[src/rtl/cat_pkg.sv]
// Shared types and constants for the cat recogniser frame loader.
// The state encoding keeps PACK at zero so the reset state is the all-zero vector.
package cat_pkg;

    localparam int PIXEL_WIDTH            = 8;
    localparam int PIXELS_PER_WORD        = 3;
    localparam int START_VALUE            = 1;
    localparam int DEFAULT_PIXEL_WORDS    = 4096;
    localparam int DEFAULT_COMPUTE_CYCLES = 4104;

    typedef enum logic [2:0] {
        PACK         = 3'd0,
        SETUP        = 3'd1,
        ACCESS       = 3'd2,
        START_SETUP  = 3'd3,
        START_ACCESS = 3'd4,
        WAIT         = 3'd5,
        DONE         = 3'd6
    } state_t;

endpackage

[src/rtl/cat_pixel_packer.sv]
// Collects three pixel bytes into one 24-bit word, lowest lane first.
// o_word_ready strobes in the cycle the third byte is accepted.
module cat_pixel_packer
    import cat_pkg::*;
(
    input  logic                                   clk,
    input  logic                                   rst,
    input  logic                                   i_clear,
    input  logic                                   i_accept,
    input  logic [PIXEL_WIDTH-1:0]                 i_data,
    output logic [PIXEL_WIDTH*PIXELS_PER_WORD-1:0] o_word,
    output logic                                   o_word_ready
);

    localparam logic [1:0] LAST_BYTE = 2'(PIXELS_PER_WORD - 1);

    logic [1:0]                                 r_byte_cnt;
    logic [PIXEL_WIDTH*PIXELS_PER_WORD-1:0]     r_word;

    always_ff @(posedge clk) begin
        if (rst || i_clear) begin
            r_byte_cnt <= '0;
            r_word     <= '0;
        end else if (i_accept) begin
            case (r_byte_cnt)
                2'd0:    r_word[PIXEL_WIDTH-1:0]               <= i_data;
                2'd1:    r_word[2*PIXEL_WIDTH-1:PIXEL_WIDTH]   <= i_data;
                default: r_word[3*PIXEL_WIDTH-1:2*PIXEL_WIDTH] <= i_data;
            endcase
            r_byte_cnt <= (r_byte_cnt == LAST_BYTE) ? 2'd0 : r_byte_cnt + 2'd1;
        end
    end

    assign o_word       = r_word;
    assign o_word_ready = i_accept && (r_byte_cnt == LAST_BYTE);

endmodule

[src/rtl/cat_frame_loader.sv]
// APB master feeding one packed pixel frame into the cat recogniser, triggering it,
// holding PSEL through its compute window and capturing the 1-bit verdict.
module cat_frame_loader
    import cat_pkg::*;
#(
    parameter int AMBA_WORD       = 24,
    parameter int AMBA_ADDR_DEPTH = 12,
    parameter int PIXEL_WORDS     = DEFAULT_PIXEL_WORDS,
    parameter int COMPUTE_CYCLES  = DEFAULT_COMPUTE_CYCLES,
    parameter int START_ADDR      = 0
) (
    input  logic                     clk,
    input  logic                     rst,
    input  logic                     px_valid,
    input  logic [PIXEL_WIDTH-1:0]   px_data,
    output logic                     px_ready,
    output logic                     PSEL,
    output logic                     PENABLE,
    output logic                     PWRITE,
    output logic [AMBA_ADDR_DEPTH:0] PADDR,
    output logic [AMBA_WORD-1:0]     PWDATA,
    input  logic                     cat_rec_in,
    output logic                     busy,
    output logic                     result_valid,
    output logic                     result
);

    localparam int ADDR_W = AMBA_ADDR_DEPTH + 1;
    localparam int WAIT_W = $clog2(COMPUTE_CYCLES);

    localparam logic [ADDR_W-1:0]    LAST_WORD  = ADDR_W'(PIXEL_WORDS - 1);
    localparam logic [WAIT_W-1:0]    LAST_WAIT  = WAIT_W'(COMPUTE_CYCLES - 1);
    localparam logic [ADDR_W-1:0]    START_PADR = ADDR_W'(START_ADDR);
    localparam logic [AMBA_WORD-1:0] START_WORD = AMBA_WORD'(START_VALUE);

    state_t                r_state;
    state_t                w_next_state;
    logic [ADDR_W-1:0]     r_word_cnt;
    logic [WAIT_W-1:0]     r_wait_cnt;
    logic                  r_started;
    logic                  r_result;
    logic                  r_result_valid;
    logic                  w_accept;
    logic                  w_clear;
    logic                  w_word_ready;
    logic                  w_wait_last;
    logic [AMBA_WORD-1:0]  w_word;

    assign w_accept    = px_valid && px_ready;
    assign w_clear     = (r_state == ACCESS);
    assign w_wait_last = (r_wait_cnt == LAST_WAIT);

    cat_pixel_packer u_packer (
        .clk          (clk),
        .rst          (rst),
        .i_clear      (w_clear),
        .i_accept     (w_accept),
        .i_data       (px_data),
        .o_word       (w_word),
        .o_word_ready (w_word_ready)
    );

    always_ff @(posedge clk) begin
        if (rst) begin
            r_state <= PACK;
        end else begin
            r_state <= w_next_state;
        end
    end

    always_comb begin
        w_next_state = r_state;
        case (r_state)
            PACK:         if (w_word_ready) w_next_state = SETUP;
            SETUP:        w_next_state = ACCESS;
            ACCESS:       w_next_state = (r_word_cnt == LAST_WORD) ? START_SETUP : PACK;
            START_SETUP:  w_next_state = START_ACCESS;
            START_ACCESS: w_next_state = WAIT;
            WAIT:         if (w_wait_last) w_next_state = DONE;
            DONE:         w_next_state = DONE;
            default:      w_next_state = PACK;
        endcase
    end

    // Once the first word is written PSEL stays high until DONE so the slave never sees a deselect.
    always_comb begin
        px_ready = 1'b0;
        PSEL     = 1'b0;
        PENABLE  = 1'b0;
        PWRITE   = 1'b0;
        PADDR    = '0;
        PWDATA   = '0;
        case (r_state)
            PACK: begin
                px_ready = 1'b1;
                PSEL     = (r_word_cnt != '0);
            end
            SETUP, ACCESS: begin
                PSEL    = 1'b1;
                PENABLE = (r_state == ACCESS);
                PWRITE  = 1'b1;
                PADDR   = r_word_cnt + 1'b1;
                PWDATA  = w_word;
            end
            START_SETUP, START_ACCESS: begin
                PSEL    = 1'b1;
                PENABLE = (r_state == START_ACCESS);
                PWRITE  = 1'b1;
                PADDR   = START_PADR;
                PWDATA  = START_WORD;
            end
            WAIT:    PSEL = 1'b1;
            default: ;
        endcase
    end

    always_ff @(posedge clk) begin
        if (rst) begin
            r_word_cnt     <= '0;
            r_wait_cnt     <= '0;
            r_started      <= 1'b0;
            r_result       <= 1'b0;
            r_result_valid <= 1'b0;
        end else begin
            if (r_state == ACCESS) begin
                r_word_cnt <= r_word_cnt + 1'b1;
            end
            if (r_state == WAIT && !w_wait_last) begin
                r_wait_cnt <= r_wait_cnt + 1'b1;
            end
            if (w_accept) begin
                r_started <= 1'b1;
            end
            if (r_state == WAIT && w_wait_last) begin
                r_result       <= cat_rec_in;
                r_result_valid <= 1'b1;
            end
        end
    end

    assign busy         = r_started && (r_state != DONE);
    assign result       = r_result;
    assign result_valid = r_result_valid;

endmodule

[config.mk]
export PLATFORM = sky130hd
export DESIGN_NAME = cat_frame_loader
export DESIGN_NICKNAME = d
export VERILOG_FILES = /design/src/rtl/cat_pkg.sv /design/src/rtl/cat_pixel_packer.sv /design/src/rtl/cat_frame_loader.sv
export SDC_FILE = /design/constraint.sdc
export NUM_CORES = 1
export LEC_CHECK = 0
export ABC_AREA = 1
export CORE_MARGIN = 2
export CORE_UTILIZATION = 57
export DETAILED_ROUTE_END_ITERATION = 10
export GPL_ROUTABILITY_DRIVEN = 0
export PLACE_DENSITY = 0.85
export SLEW_MARGIN = 20
export SYNTH_ARGS = -nofsm -noshare
export SYNTH_HDL_FRONTEND = slang
export SYNTH_SLANG_ARGS = --single-unit
[constraint.sdc]
create_clock -name clk -period 4.1 [get_ports clk]
set_input_delay 1.23 -clock clk [delete_from_list [all_inputs] [get_ports clk]]
set_output_delay 1.23 -clock clk [all_outputs]
set_load 0.1 [all_outputs]
==> results.sh, run 1 <==
export IMPL_synthAdderAreaFrac_pct=1.18
export IMPL_setup_viol=0
export IMPL_hold_slack_ns=0.453
export IMPL_relSlewSlack_pct=35.9
export IMPL_diodes=0
export IMPL_muxShareOfSynthArea_pct=0
export IMPL_syn_cell_area_um2=3180
export IMPL_crit_path_start_kind="register"
export IMPL_grtUsageMet2_pct=41.0
export IMPL_total_power_mw=1.24
export IMPL_drtIter0Drc=246
export IMPL_drtAntennaViolNets=0
export IMPL_crit_path_end_kind="output port"
export IMPL_crit_required_ns=2.87
export IMPL_fp_dieH_um=78.7
export IMPL_period_minus_slack_ns=3.35
export IMPL_setup_tns_ns=0
export IMPL_synth_simple_gate_area_share_pct=33.5
export IMPL_synthesis_nets=491
export IMPL_initial_core_util_pct=58.5
export IMPL_cp_slowest_cell="dfxtp_1"
export IMPL_worst_pin_slew_ns=0.959
export IMPL_routedWlPerCell_um=12.0
export IMPL_io_buffers=55
export IMPL_clk_latency_ns=0.33
export IMPL_clk_pin_slew_ns=0.07
export IMPL_clock_sinks=58
export IMPL_dieArea_um2=6200
export IMPL_grt_max_degree=38
export IMPL_cap_viol_max_count=0
export IMPL_grt_busiest_layer="met2"
export IMPL_met3_usage_pct=5.80
export IMPL_io_pins=56
export IMPL_syn_inst=476
export IMPL_drcViolationCount=0
export IMPL_drt_first_pass_iters=4
export IMPL_crit_family="simple AND/OR/NAND/NOR gates"
export IMPL_cp_arrival_ns=2.12
export IMPL_track_usage_pct=24.9
export IMPL_hold_path_class="reg2reg"
export IMPL_fin_crit_sh_pct=81.7
export IMPL_utilization_pct=70.3
export IMPL_pre_cts_ws_ns=1.12
export IMPL_critPathBufInv=2
export IMPL_synth_area_leader_cell="dfxtp_1"
export IMPL_slew_viol_final=0
export IMPL_synth_avg_cell_area_um2=6.68
export IMPL_grt_pass1_vias=2890
export IMPL_clock_path_buffers=2
export IMPL_routed_via_density=5.14
export IMPL_post_cts_buffers=0
export IMPL_met1_usage_pct=31.9
export IMPL_power_density_nw_per_um2=323
export IMPL_ys_seq_area_share_pct=36.5
export IMPL_grt_pass1_wl_mm=12.5
export IMPL_htree_levels=3
export IMPL_row_count=27
export IMPL_ir_worst_vdd_uv=248
export IMPL_area_growth_pct=20.2
export IMPL_numCtsBuffers=9
export IMPL_vias=3120
export IMPL_synth_compound_area_share_pct=14.2
export IMPL_grt_overflow=0
export IMPL_fin_nets=545
export IMPL_hpwl_mm=5.28
export IMPL_synth_top_family_by_area="simple AND/OR/NAND/NOR gates"
export IMPL_leakagePower_nw=1.54
export IMPL_setup_ws_ns=0.752
export IMPL_synth_seq_cells=58
export IMPL_drive_gt1_share_pct=16.4
export IMPL_core_um2=5440
export IMPL_die_width_um=78.7
export IMPL_outcome="finished, final reports clean"
export IMPL_worstPathMaxFanout=6
export IMPL_hold_viol_final=0
export IMPL_synth_warnings=0
export IMPL_cp_slowest_stage_delay_ns=0.42
export IMPL_rsz0062_at_grt="no"
export IMPL_fillCellCount=459
export IMPL_hold_buffers=0
export IMPL_routed_wl_mm=7.28
export IMPL_cts_tree="yes"
export IMPL_antenna_found_initial=0
export IMPL_crit_chain="ha_1 > nand3_1 > nor2_1 > xor2_1 > inv_1 > nor2_1 > buf_4"
export IMPL_synthXorXnorAreaFrac_pct=2.20
export IMPL_max_freq_mhz=299
export IMPL_netlist_area_leader_share_pct=36.5
export IMPL_crit_type="reg2out"
export IMPL_crit_top_cell="nor2_1"
export IMPL_ys_top_cells_by_area="dfxtp_1 36%, nand2_1 12%, nor2_1 8.6%"
export IMPL_cts_resized=0
export IMPL_fin_skew_ns=0.00759
export IMPL_synth_distinct_cells=33
export IMPL_cts_root_buf="clkbuf_8"
where the power goes:
part / internal, mW / total, mW / switching, mW
clock network: 0.297 / 0.537 / 0.240
registers: 0.580 / 0.590 / 0.0105
logic: 0.0331 / 0.109 / 0.0758
metal layers:
layer  part of all wire, %  vias to the layer above  wire length, µm
li1                      -                     1617                -
met3                   5.9                       13              430
met4                   1.7                        0              123
met1                    46                     1394             3360
met5                     0                        -                0
met2                    46                       96             3360
registers in the layout, indices dropped and copies added (netlist names):
register / cells
r_word_cnt: 13
r_started: 1
u_packer.o_word: 24
result: 1
result_valid: 1
u_packer.r_byte_cnt: 2
r_wait_cnt: 13
r_state: 3
path summary, 6_finish.rpt:
kind | startpoint | endpoint | slack [ns] | cells after the start
min reg2reg | result_valid | result_valid | 0.45 | 2
max | r_word_cnt[0] | PADDR[8] | 0.75 | 7
min | result_valid | result_valid | 0.45 | 2
max reg2reg | r_wait_cnt[0] | r_wait_cnt[8] | 2.22 | 8
stage by stage:
| step | cells | cell area [µm²] |
|---|---|---|
| 2_1_floorplan | 476 | 3180 |
| 3_3_place_gp | 591 | 3620 |
| 3_5_place_dp | 591 | 3620 |
| 4_1_cts | 607 | 3820 |
| 5_1_grt | 607 | 3820 |
| 6_report | 607 | 3820 |
kinds of logic after synthesis:
family / count (synthesis)
simple gates: 237
buf+inv: 88
fa+ha+maj: 3
compound gates: 82
flops: 58
xor+xnor: 8
cell usage in the layout (no fill, tap or decap), drive strengths merged:
master / count
bufinv: 1
buf: 43
xor2: 7
nand4: 11
nor3: 5
a21oi: 46
clkinvlp: 3
nand2: 112
clkbuf: 10
o21ai: 28
clkinv: 4
dfxtp: 58
nor2: 79
o22ai: 6
ha: 3
a31oi: 2
inv: 73
nor4: 1
xnor2: 1
clkdlybuf4s50: 13
nand3: 26
nand3b: 3
synth_stat cells (all sizes together):
cell type,number
xnor2,1
buf,12
nand3b,3
o22ai,6
xor2,7
nand2,112
nor2,79
a31oi,2
nor3,5
clkinv,2
nand4,11
dfxtp,58
nor4,1
a21oi,46
o21ai,28
clkbuf,1
inv,73
ha,3
nand3,26
cell type report:
type | instances | area [µm²] | share of cell area, %
multi-input cells | 330 | 1620 | 42.5
flip-flops and latches | 58 | 1160 | 30.4
repair buffers | 56 | 453 | 11.8
inverters | 75 | 292 | 7.62
clock buffers | 10 | 138 | 3.60
well taps | 72 | 90.1 | 2.36
clock inverters | 6 | 66.3 | 1.73
tightest hold or removal path: cells and delay by family, from the launching register on:
family,cells,cell delay (ns)
buffers and inverters,1,0.04
AO/OA/AOI/OAI,1,0.05
flip-flops,1,0.31
(Power assumes the default switching activity.)
==> run 2, diff against run 1 <==
CORE_UTILIZATION = 53   (was 57)
PLACE_DENSITY = 0.8   (was 0.85)
clock period = 3.33 ns   (was 4.1 ns; I/O delays follow)
==> run 2 against run 1 <==
  * Clock power is 47% higher
  * Cell count is 0.49% higher
  * Non-clock buffer count stayed put
  * Via count is 3.9% higher
  * Critical path depth is 2 lower
  * Total power is 34% higher
  * Die area is 7.1% higher
  * Flip-flop and latch count stayed put
  * Setup slack worse by 0.57 ns
  * Sequential power is 23% higher
  * Wire length is 11% higher
  * Highest routed layer unchanged
==> results.sh, run 2 (synthesis gave the netlist of run 1 again) <==
export IMPL_cp_num_cells=5
export IMPL_grt_overflow=0
export IMPL_relSlewSlack_pct=50.4
export IMPL_final_common_cell="nand2_1"
export IMPL_fin_crit_sh_pct=94.4
export IMPL_io_buffers=55
export IMPL_crit_type="reg2out"
export IMPL_cp_slowest_stage_delay_ns=0.48
export IMPL_critPathBufInv=2
export IMPL_r2r_start="r_wait_cnt[0]"
export IMPL_drtIter0Drc=226
export IMPL_fin_skew_ns=0.00692
export IMPL_row_count=28
export IMPL_period_minus_slack_ns=3.14
export IMPL_cts_root_buf="clkbuf_8"
export IMPL_hpwl_mm=5.91
export IMPL_max_freq_mhz=318
export IMPL_dpl_cell_count=594
export IMPL_cap_viol_max_count=0
export IMPL_grt_max_degree=38
export IMPL_crit_path_start_kind="register"
export IMPL_hold_path_class="reg2reg"
export IMPL_reg2reg_depth=8
export IMPL_setup_viol=0
export IMPL_seqPwrFrac_pct=43.8
export IMPL_grt_pass1_vias=3126
export IMPL_p_clk_share_pct=47.5
export IMPL_power_density_nw_per_um2=383
export IMPL_drcViolationCount=0
export IMPL_grt_pass1_wl_mm=13.6
export IMPL_clock_path_buffers=2
export IMPL_numCtsBuffers=9
export IMPL_stdcell_count=610
export IMPL_hold_viol_final=0
export IMPL_clk_pin_slew_ns=0.07
export IMPL_cp_arrival_ns=2.14
export IMPL_routed_wl_mm=8.06
export IMPL_rsz0062_at_grt="no"
export IMPL_r2r_end="r_wait_cnt[6]"
export IMPL_area_growth_pct=36.2
export IMPL_diodes=0
export IMPL_cts_tree="yes"
export IMPL_hold_buffers=0
export IMPL_clk_latency_ns=0.34
export IMPL_dieArea_um2=6640
export IMPL_hold_slack_ns=0.467
export IMPL_fp_dieH_um=81.5
export IMPL_startpoint="r_state[0]"
export IMPL_drive_gt1_share_pct=17.6
export IMPL_routedWlPerCell_um=13.2
export IMPL_track_usage_pct=26.4
export IMPL_p_comb_share_pct=8.6
export IMPL_cp_slowest_cell="dfxtp_1"
export IMPL_leakagePower_nw=1.66
export IMPL_crit_chain="inv_1 > nand2_1 > nand2_2 > a21oi_1 > buf_12"
export IMPL_r2r_slack_ns=1.47
export IMPL_htree_levels=3
export IMPL_antenna_found_initial=0
export IMPL_clock_sinks=58
export IMPL_switching_share_pct=24.4
export IMPL_setup_tns_ns=0
export IMPL_vias=3243
export IMPL_outcome="finished, final reports clean"
export IMPL_drtAntennaViolNets=0
export IMPL_io_pins=56
export IMPL_fin_nets=545
export IMPL_initial_core_util_pct=54.4
export IMPL_layout_common_cells="104 x nand2_1, 70 x nor2_1, 69 x inv_1"
export IMPL_worstPathMaxFanout=37
export IMPL_crit_path_end_kind="output port"
export IMPL_pre_cts_ws_ns=0.550
export IMPL_drt_first_pass_iters=5
export IMPL_ir_worst_vdd_uv=277
export IMPL_slew_viol_final=0
export IMPL_cp_endpoint="PADDR[5]"
export IMPL_core_um2=5850
export IMPL_largest_reg_flops=24
export IMPL_utilization_pct=74.1
export IMPL_crit_family="simple AND/OR/NAND/NOR gates"
export IMPL_p_int_mw=1.25
export IMPL_worst_pin_slew_ns=0.742
export IMPL_routed_via_density=5.32
export IMPL_power_switching_uw=405
export IMPL_setup_ws_ns=0.187
export IMPL_crit_required_ns=2.33
export IMPL_die_width_um=81.5
run 2: changes by cell type in the layout (fill, tap and decap cells not counted), moves of 2 or more:
| cell | delta |
|---|---|
| nor2_2 | +3 |
| nor2_1 | -3 |
| buf_4 | -35 |
| clkdlybuf4s50_1 | -2 |
| buf_12 | +37 |
| bufinv_16 | +2 |
run 2: stage by stage:
stage / total power, mW / cell area (µm²)
2_1_floorplan: 0.842 / 3190
3_3_place_gp: 0.880 / 4090
3_5_place_dp: 0.885 / 4090
4_1_cts: 1.67 / 4330
5_1_grt: 1.71 / 4330
6_report: 1.66 / 4330
run 2: what timing repair did:
item	in CTS	in global routing
setup endpoints to repair	0	2
resized for setup	0	1
setup buffers	0	0
run 2: final cells by class:
class | count | area (µm²)
multi-input combinational | 330 | 1640
fill | 412 | 1520
sequential | 58 | 1160
timing repair buffer | 56 | 911
inverter | 75 | 292
clock buffer | 9 | 124
clock inverter | 7 | 118
tap | 75 | 93.8
run 2: worst min-delay path, delay by kind of cell, from the launching register on:
kind               cells  cell delay, ns
DFF                    1            0.31
AOI/OAI and AO/OA      1            0.05
and+or+nand+nor        1            0.06
run 2: power groups by stage:
stage	registers (mW)	logic, mW	clock network [mW]
2_1_floorplan	0.739	0.104	0
6_report	0.727	0.143	0.788
3_5_place_dp	0.742	0.143	0
3_3_place_gp	0.741	0.139	0
5_1_grt	0.729	0.157	0.825
4_1_cts	0.727	0.143	0.795
run 2: how the worst min path moves through the flow:
stage | from | to | slack [ns] | depth (start not counted)
after floorplan | r_started | r_started | 0.44 | 2
after global placement | result_valid | result_valid | 0.45 | 2
after detailed placement | result | result | 0.46 | 2
after CTS | result | result | 0.47 | 2
after global routing | u_packer.o_word[15] | u_packer.o_word[15] | 0.49 | 2
final | result | result | 0.47 | 2
run 2: per-layer routing:
metal	GRT usage [%]	part of all wire [%]
met5	0	0
met1	29.9	39
met2	45.5	50
met3	8.35	7.9
met4	11.9	2.2
